<file path="config.mk">
export PLATFORM = sky130hd
export DESIGN_NAME = mcu_ctrl_tmo
export DESIGN_NICKNAME = d
export VERILOG_FILES = /design/src/rtl/mcu_ctrl_tmo.sv
export SDC_FILE = /design/constraint.sdc
export NUM_CORES = 1
export LEC_CHECK = 0
export CORE_ASPECT_RATIO = 1.25
export CORE_MARGIN = 2
export CORE_UTILIZATION = 39
export CTS_CLUSTER_SIZE = 10
export DETAILED_ROUTE_END_ITERATION = 8
export PLACE_DENSITY = 0.7
export SETUP_SLACK_MARGIN = 0.4
export SYNTH_ARGS = -nofsm -noshare
export SYNTH_HDL_FRONTEND = slang
export SYNTH_SLANG_ARGS = --single-unit
</file>
<file path="constraint.sdc">
create_clock -name MCU_Clk -period 2.8 [get_ports MCU_Clk]
set_input_delay 0.56 -clock MCU_Clk [delete_from_list [all_inputs] [get_ports MCU_Clk]]
set_output_delay 0.56 -clock MCU_Clk [all_outputs]
set_load 0.02 [all_outputs]
</file>
<file path="src/rtl/mcu_ctrl_tmo.sv">
// Main control unit for the multi-cycle RV32I core: fetch/exec/load/store sequencing
// with handshake timeouts, illegal-opcode trapping and a retired-instruction counter.
module mcu_ctrl_tmo #(
    parameter int TIMEOUT_CYCLES = 255,
    parameter int TMO_W          = 8,
    parameter int CNT_W          = 32,
    parameter bit CHECK_ILLEGAL  = 1'b1
) (
    input  logic             MCU_Clk,
    input  logic             MCU_Reset,
    input  logic             MCU_Insmem_Valid,
    input  logic             MCU_Datamem_Valid_In,
    input  logic             MCU_Datamem_Ready_In,
    input  logic [6:0]       MCU_Opcode_InBUS,
    input  logic             MCU_Trap_Clear,
    output logic [2:0]       MCU_Internal_State,
    output logic             MCU_Pc_Reset,
    output logic             MCU_Enpc_Set,
    output logic             MCU_Enpc_Reset,
    output logic             MCU_Ir_Reset,
    output logic             MCU_Ir_Set,
    output logic             MCU_RegFile_Reset,
    output logic             MCU_Insmem_Ready,
    output logic             MCU_Datamem_Ready_Out,
    output logic             MCU_Datamem_Valid_Out,
    output logic             MCU_Trap,
    output logic [1:0]       MCU_Trap_Cause,
    output logic [CNT_W-1:0] MCU_Retired
);

    typedef enum logic [2:0] {
        S_RESET      = 3'b000,
        S_WAIT       = 3'b001,
        S_FETCH      = 3'b010,
        S_EXEC       = 3'b011,
        S_WAIT_VALID = 3'b100,
        S_WAIT_READY = 3'b101,
        S_TRAP       = 3'b110
    } state_e;

    localparam logic [1:0] CAUSE_NONE     = 2'b00;
    localparam logic [1:0] CAUSE_ILLEGAL  = 2'b01;
    localparam logic [1:0] CAUSE_INS_TMO  = 2'b10;
    localparam logic [1:0] CAUSE_DATA_TMO = 2'b11;

    localparam logic [6:0] OP_LOAD     = 7'b0000011;
    localparam logic [6:0] OP_STORE    = 7'b0100011;
    localparam logic [6:0] OP_LUI      = 7'b0110111;
    localparam logic [6:0] OP_AUIPC    = 7'b0010111;
    localparam logic [6:0] OP_JAL      = 7'b1101111;
    localparam logic [6:0] OP_JALR     = 7'b1100111;
    localparam logic [6:0] OP_BRANCH   = 7'b1100011;
    localparam logic [6:0] OP_IMM      = 7'b0010011;
    localparam logic [6:0] OP_REG      = 7'b0110011;
    localparam logic [6:0] OP_MISC_MEM = 7'b0001111;
    localparam logic [6:0] OP_SYSTEM   = 7'b1110011;

    localparam bit             TMO_EN   = (TIMEOUT_CYCLES != 0);
    localparam logic [TMO_W-1:0] TMO_LAST =
        TMO_W'((TIMEOUT_CYCLES > 0) ? TIMEOUT_CYCLES - 1 : 0);

    state_e             r_state;
    state_e             w_next;
    logic [TMO_W-1:0]   r_tmo;
    logic [1:0]         r_cause;
    logic [1:0]         w_trap_cause;
    logic [CNT_W-1:0]   r_retired;
    logic               w_tmo_expired;
    logic               w_in_wait;

    assign w_tmo_expired = TMO_EN && (r_tmo == TMO_LAST);
    assign w_in_wait     = (r_state == S_WAIT) || (r_state == S_WAIT_VALID) ||
                           (r_state == S_WAIT_READY);

    // NOTE: sequential state uses non-blocking assignments so every register samples pre-edge values.
    always_ff @(posedge MCU_Clk or negedge MCU_Reset) begin
        if (!MCU_Reset) r_state <= S_RESET;
        else            r_state <= w_next;
    end

    // NOTE: every always_comb output gets a default first so no path can infer a latch.
    always_comb begin
        w_next       = S_RESET;
        w_trap_cause = CAUSE_NONE;
        case (r_state)
            S_RESET: w_next = S_WAIT;
            S_WAIT: begin
                if (MCU_Insmem_Valid) begin
                    w_next = S_FETCH;
                end else if (w_tmo_expired) begin
                    w_next       = S_TRAP;
                    w_trap_cause = CAUSE_INS_TMO;
                end else begin
                    w_next = S_WAIT;
                end
            end
            S_FETCH: begin
                case (MCU_Opcode_InBUS)
                    OP_LOAD:  w_next = S_WAIT_VALID;
                    OP_STORE: w_next = S_WAIT_READY;
                    OP_LUI, OP_AUIPC, OP_JAL, OP_JALR, OP_BRANCH,
                    OP_IMM, OP_REG, OP_MISC_MEM, OP_SYSTEM: w_next = S_EXEC;
                    default: begin
                        if (CHECK_ILLEGAL) begin
                            w_next       = S_TRAP;
                            w_trap_cause = CAUSE_ILLEGAL;
                        end else begin
                            w_next = S_EXEC;
                        end
                    end
                endcase
            end
            S_EXEC: w_next = S_WAIT;
            S_WAIT_VALID, S_WAIT_READY: begin
                // A handshake arriving on the last allowed cycle still wins over the timeout.
                if ((r_state == S_WAIT_VALID) ? MCU_Datamem_Valid_In : MCU_Datamem_Ready_In) begin
                    w_next = S_EXEC;
                end else if (w_tmo_expired) begin
                    w_next       = S_TRAP;
                    w_trap_cause = CAUSE_DATA_TMO;
                end else begin
                    w_next = r_state;
                end
            end
            S_TRAP:  w_next = MCU_Trap_Clear ? S_RESET : S_TRAP;
            default: w_next = S_RESET;
        endcase
    end

    always_comb begin
        MCU_Pc_Reset          = 1'b0;
        MCU_Enpc_Set          = 1'b0;
        MCU_Enpc_Reset        = 1'b0;
        MCU_Ir_Reset          = 1'b0;
        MCU_Ir_Set            = 1'b0;
        MCU_RegFile_Reset     = 1'b0;
        MCU_Insmem_Ready      = 1'b0;
        MCU_Datamem_Ready_Out = 1'b0;
        MCU_Datamem_Valid_Out = 1'b0;
        MCU_Trap              = 1'b0;
        case (r_state)
            S_WAIT: begin
                MCU_Enpc_Reset   = 1'b1;
                MCU_Insmem_Ready = 1'b1;
            end
            S_FETCH: begin
                MCU_Enpc_Reset = 1'b1;
                MCU_Ir_Set     = 1'b1;
            end
            S_EXEC: begin
                MCU_Enpc_Set   = 1'b1;
                MCU_Enpc_Reset = 1'b1;
            end
            S_WAIT_VALID: MCU_Datamem_Ready_Out = 1'b1;
            S_WAIT_READY: MCU_Datamem_Valid_Out = 1'b1;
            S_TRAP:       MCU_Trap              = 1'b1;
            default: begin
                // RESET and the unused 111 encoding share the reset decode.
                MCU_Pc_Reset      = 1'b1;
                MCU_Ir_Reset      = 1'b1;
                MCU_RegFile_Reset = 1'b1;
            end
        endcase
    end

    always_ff @(posedge MCU_Clk or negedge MCU_Reset) begin
        if (!MCU_Reset) begin
            r_tmo     <= '0;
            r_cause   <= CAUSE_NONE;
            r_retired <= '0;
        end else begin
            if (w_next != r_state) r_tmo <= '0;
            else if (w_in_wait)    r_tmo <= r_tmo + TMO_W'(1);

            // Cause latches on TRAP entry and survives until software clears the trap.
            if (r_state == S_TRAP) begin
                if (MCU_Trap_Clear) r_cause <= CAUSE_NONE;
            end else if (w_next == S_TRAP) begin
                r_cause <= w_trap_cause;
            end

            if (r_state == S_EXEC) r_retired <= r_retired + CNT_W'(1);
        end
    end

    assign MCU_Internal_State = r_state;
    assign MCU_Trap_Cause     = r_cause;
    assign MCU_Retired        = r_retired;

endmodule

</file>
* Word level (Yosys, flattened, before mapping)
Index checks and enable logic that the tools add are counted.
** Cells by class
- Reductions and logical operators :: 12
- Muxes and demuxes :: 27
- Add/sub/neg operators :: 2
- Eq/ne operators :: 21
** Operators by type and width (count)
- $add A32 B1 Y32 const B :: 1
- $eq A7 B7 Y1 const B :: 4
- $eq A7 B6 Y1 const B :: 3
- $mux W8 :: 2
- $mux W3 :: 5
- $pmux W3 S5 :: 1
- $eq A7 B5 Y1 const B :: 2
- $mux W2 :: 7
- $eq A3 B3 Y1 const B :: 4
- $reduce_or A11 Y1 :: 1
- $mux W1 :: 10
- $pmux W3 S3 :: 1
- $reduce_or A9 Y1 :: 1
- $add A8 B1 Y8 const B :: 1
- $eq A8 B8 Y1 const B :: 1
- $eq A7 B2 Y1 const B :: 1
- $eq A7 B4 Y1 const B :: 1
- $eq A3 B2 Y1 const B :: 2
- $pmux W2 S3 :: 1
- $reduce_or A6 Y1 :: 1
- $reduce_bool A2 Y1 :: 2
- $reduce_or A2 Y1 :: 2
- $eq A3 B1 Y1 const B :: 1
- $logic_not A3 Y1 :: 1
- other kinds (5) :: 6
** Storage, ports and cells
- Word-level logic and storage cells :: 66
- Register bits :: 45

* Logic depth before layout (Yosys ltp)
- Depth after elaboration :: 7
- Gate-level depth with buffers :: 8
- Mapped depth without buffers :: 8

* Worst setup path before layout
No wires, ideal clock.
- Path kind :: register to register
- Start point :: register r_state[1], in the netlist MCU_Internal_State[1]
- End point :: register r_tmo[1]
- Data required time :: 2.713 ns
- Data arrival time :: 2.097 ns
- Clock period less this slack :: 2.184 ns
- Cell stages (with the launch flop) :: 6
- Library setup time :: 0.087 ns
- Setup slack :: 0.616 ns
- Path through :: dfrtp_1 -> inv_1 -> nor3_1 -> nand2b_1 -> a311o_2 -> a211oi_2
** Between the ends
- Longest elaborated chain between the ends :: 6
** Ends and longest elaborated chain
- from (decl) :: RTL line 62 : state_e r_state;
- from (signal assigned) :: RTL line 78 : else r_state <= w_next;
- $eq A3 B3 Y1 :: RTL line 72, 85, 116
- $mux W1 :: RTL line 116 : if ((r_state == S_WAIT_VALID) ? MCU_Datamem_Valid_In : MCU_Datamem_Ready_In) begin
- $mux W3 :: RTL line 116
- $pmux W3 S5 :: RTL line 85 : case (r_state)
- $ne A3 B3 Y1 :: RTL line 172 : if (w_next != r_state) r_tmo <= '0;
- $mux W8 or $reduce_bool A2 Y1 (tied branches)
- to (signal assigned) :: RTL line 173 : else if (w_in_wait) r_tmo <= r_tmo + TMO_W'(1);
- to (decl) :: RTL line 64 : logic [TMO_W-1:0] r_tmo;
Parallel ways exist; a longest one is shown, timed or not.
A chain may end at the register's enable or synchronous reset.

* Final worst setup path
- Start point :: register r_state[2], in the netlist MCU_Internal_State[2]
- End point :: output MCU_Trap
** Between the ends
- Longest elaborated chain between the ends :: 2
** Ends and longest elaborated chain
- $eq A3 B3 Y1 :: RTL line 141 : case (r_state)
- $mux W1 :: RTL line 141
- to (decl) :: RTL line 26 : output logic MCU_Trap,
Every way passes these cells.

==> qor.yml <==
syn_nets: 251
yosys.area.top_type: "dfrtp_1"
yosys.area.top_type_share_pct: 47.2
max-cap-violations: 0
ioPinCount: 60
grt_pass1_vias: 1807
p_total_w: 0.00223
ant_nets: 0
syn_area_um2: 2380
area_growth_pct: 31.7
path_clk_slew_ns: 0.08
initialDrtViolationCount: 79
hpwl_um: 3800
path_cells: "buf_4, nand2_1, inv_1, clkdlybuf4s50_1"
setup_viol: 0
hp-class: "in2async"
vias: 1884
rsz0062_at_grt: "yes"
critical_path_class: "reg2out"
synth_cell_type_count: 50
async_flop_share_pct: 100
ys_ff_latch: 45
finalSetupTns_ns: 0
drcViolationCount: 0
gp_congestion: 0.788
cts.htree.levels: 2
ys_top_cells_by_area: "dfrtp_1 47%, xnor2_1 8.8%, xor2_1 5.1%, nor2_1 4.6%, nand2_1 3.6%"
startpoint_type: "register"
yosysMostFrequentCell: "dfrtp_1"
min_period_over_period_pct: 84.6
grt_max_degree: 26
tightest_slew_ns: 0.461
finalClockSkew_ns: 0.00811
numCtsBuffers: 5
grt.total_usage_pct: 15.9
ctsHoldBuffers: 0
grt_pass1_wl_um: 8420
via_per_inst: 4.96
yosys-top-cells-count: "45 x dfrtp_1, 29 x nor2_1, 24 x xnor2_1, 23 x nand2_1, 14 x xor2_1"
antenna_found_initial: 0
grt-ovfl-total: 0
cp_max_fo: 11
drive_above_1_share_pct: 8.39
die_area_um2: 6760
synthFlopType: "dfrtp_1"
crit_required_ns: 2.24
final_nets: 313
core_area_um2: 5860
start_util_pct: 40.7
fin_crit_ns: 2.37
die_h_um: 91.4
max_slew_margin_pct: 69.3
cts_tree: "built"
crit_arrival_ns: 1.81
yosysWarnings: 0
preCtsSetupSlack_ns: 0.101
die_w_um: 73.9
peakVddDrop_mv: 0.605
rows: 31
p_leak_nw: 1.41
clk_latency_ns: 0.29
final.setup.worst_slack_ns: 0.432
io_buffer_count: 59
first_pass_iters: 4
finalMaxSlewViolations: 0
fmax_mhz: 422
synthCells: 235
wl_um: 5040
cpMaxStageDelayCell: "clkdlybuf4s50_1"
powerDensity_nw_per_um2: 710
ys_seq_area_share_pct: 47.2
synth_area_per_cell_um2: 10.1
max_stage_delay_ns: 0.60
cp-end-kind: "output port"
cts_buffer_depth: 2
status: "finished clean"
synth-edff-count: 0
cts-root-buf: "clkbuf_8"
hold_viol_final: 0
n_antenna_cell: 0
wire_per_inst_um: 13.3
clock-sinks: 45
cells by family after synthesis:
| group | Yosys count | synth area share [%] |
|---|---|---|
| adder cells (fa/ha/maj) | 3 | 1.57 |
| flip-flops | 45 | 47.2 |
| XOR/XNOR | 38 | 14.0 |
| AND/OR/NAND/NOR | 110 | 25.4 |
| buffers and inverters | 14 | 3.04 |
| multiplexers | 2 | 0.945 |
| AO/OA/AOI/OAI | 23 | 7.87 |
critical path, delay by kind of cell, from the launching register on:
| family | cells | cell delay [ns] |
|---|---|---|
| buffers and inverters | 3 | 0.89 |
| flip-flops | 1 | 0.53 |
| AND/OR/NAND/NOR | 1 | 0.10 |
power by group:
group	switching (W)	total (W)	internal [W]
clock network	0.000210	0.000387	0.000177
registers	0.000112	0.000839	0.000727
logic	0.000559	0.00100	0.000443
total	0.000881	0.00223	0.00135
stage by stage:
stage / utilization [%] / instances / hold slack (ns) / cell area, µm²
finish: 53.6 / 380 / 0.206 / 3140
global route: 53.6 / 380 / 0.233 / 3140
CTS: 53.5 / 380 / 0.213 / 3130
detailed placement: 52.1 / 372 / 0.471 / 3050
global placement: 52.1 / 372 / 0.466 / 3050
floorplan: - / 235 / 0.264 / 2380
layout make-up:
class                           instances  area [µm²]
Tap cell                               82         103
Multi-Input combinational cell        176        1190
Timing Repair Buffer                   63         617
Clock inverter                          1        7.51
Sequential cell                        45        1130
Inverter                                6        22.5
Clock buffer                            7        76.3
Fill cell                             548        2720
cell usage in the layout, fill, tap and decap left out, types with 2 or more instances in the layout:
cell / count
nand3b_1: 2
nor2b_1: 2
dlymetal6s2s_1: 3
xor2_1: 14
buf_4: 4
nor2_1: 29
and3_1: 7
xnor2_1: 24
inv_1: 6
and4_1: 3
nand4_1: 9
and2_1: 3
nand3_1: 9
o21ai_0: 2
nand2b_1: 8
clkbuf_8: 5
or3_1: 3
clkbuf_1: 2
ha_1: 3
a211o_1: 2
dfrtp_1: 45
a21oi_1: 5
nand2_1: 23
nor3_1: 2
clkdlybuf4s50_1: 50
dlygate4sd2_1: 5
worst paths after layout:
path | startpoint | endpoint | slack [ns] | cells after the start
worst max-delay path | MCU_Internal_State[2] | MCU_Trap | 0.43 | 4
max in group asynchronous | MCU_Reset | MCU_Retired[4] | 1.90 | 2
worst min register to register | MCU_Retired[31] | MCU_Retired[31] | 0.47 | 1
worst max register to register | r_tmo[0] | MCU_Trap_Cause[1] | 0.51 | 8
min in group MCU_Clk | MCU_Retired[31] | MCU_Retired[31] | 0.47 | 1
worst min-delay path | MCU_Reset | MCU_Retired[14] | 0.21 | 1
layer usage:
layer / wire length [µm] / global-route usage [%]
met2: 2340 / 24.9
met4: 71 / 5.00
met3: 296 / 4.00
met5: 0 / 0
met1: 2320 / 21.4
flip-flops by register name (all words and copies together) (netlist names):
signal,flops
MCU_Retired,32
r_tmo,8
MCU_Internal_State,3
MCU_Trap_Cause,2
repair_timing:
action                     4_1_cts  5_1_grt
setup endpoints to repair        6        5
pin swaps                        0        2
buffers inserted                 0        0
resized for setup                6        3
Power figures use the tool's default switching activity.
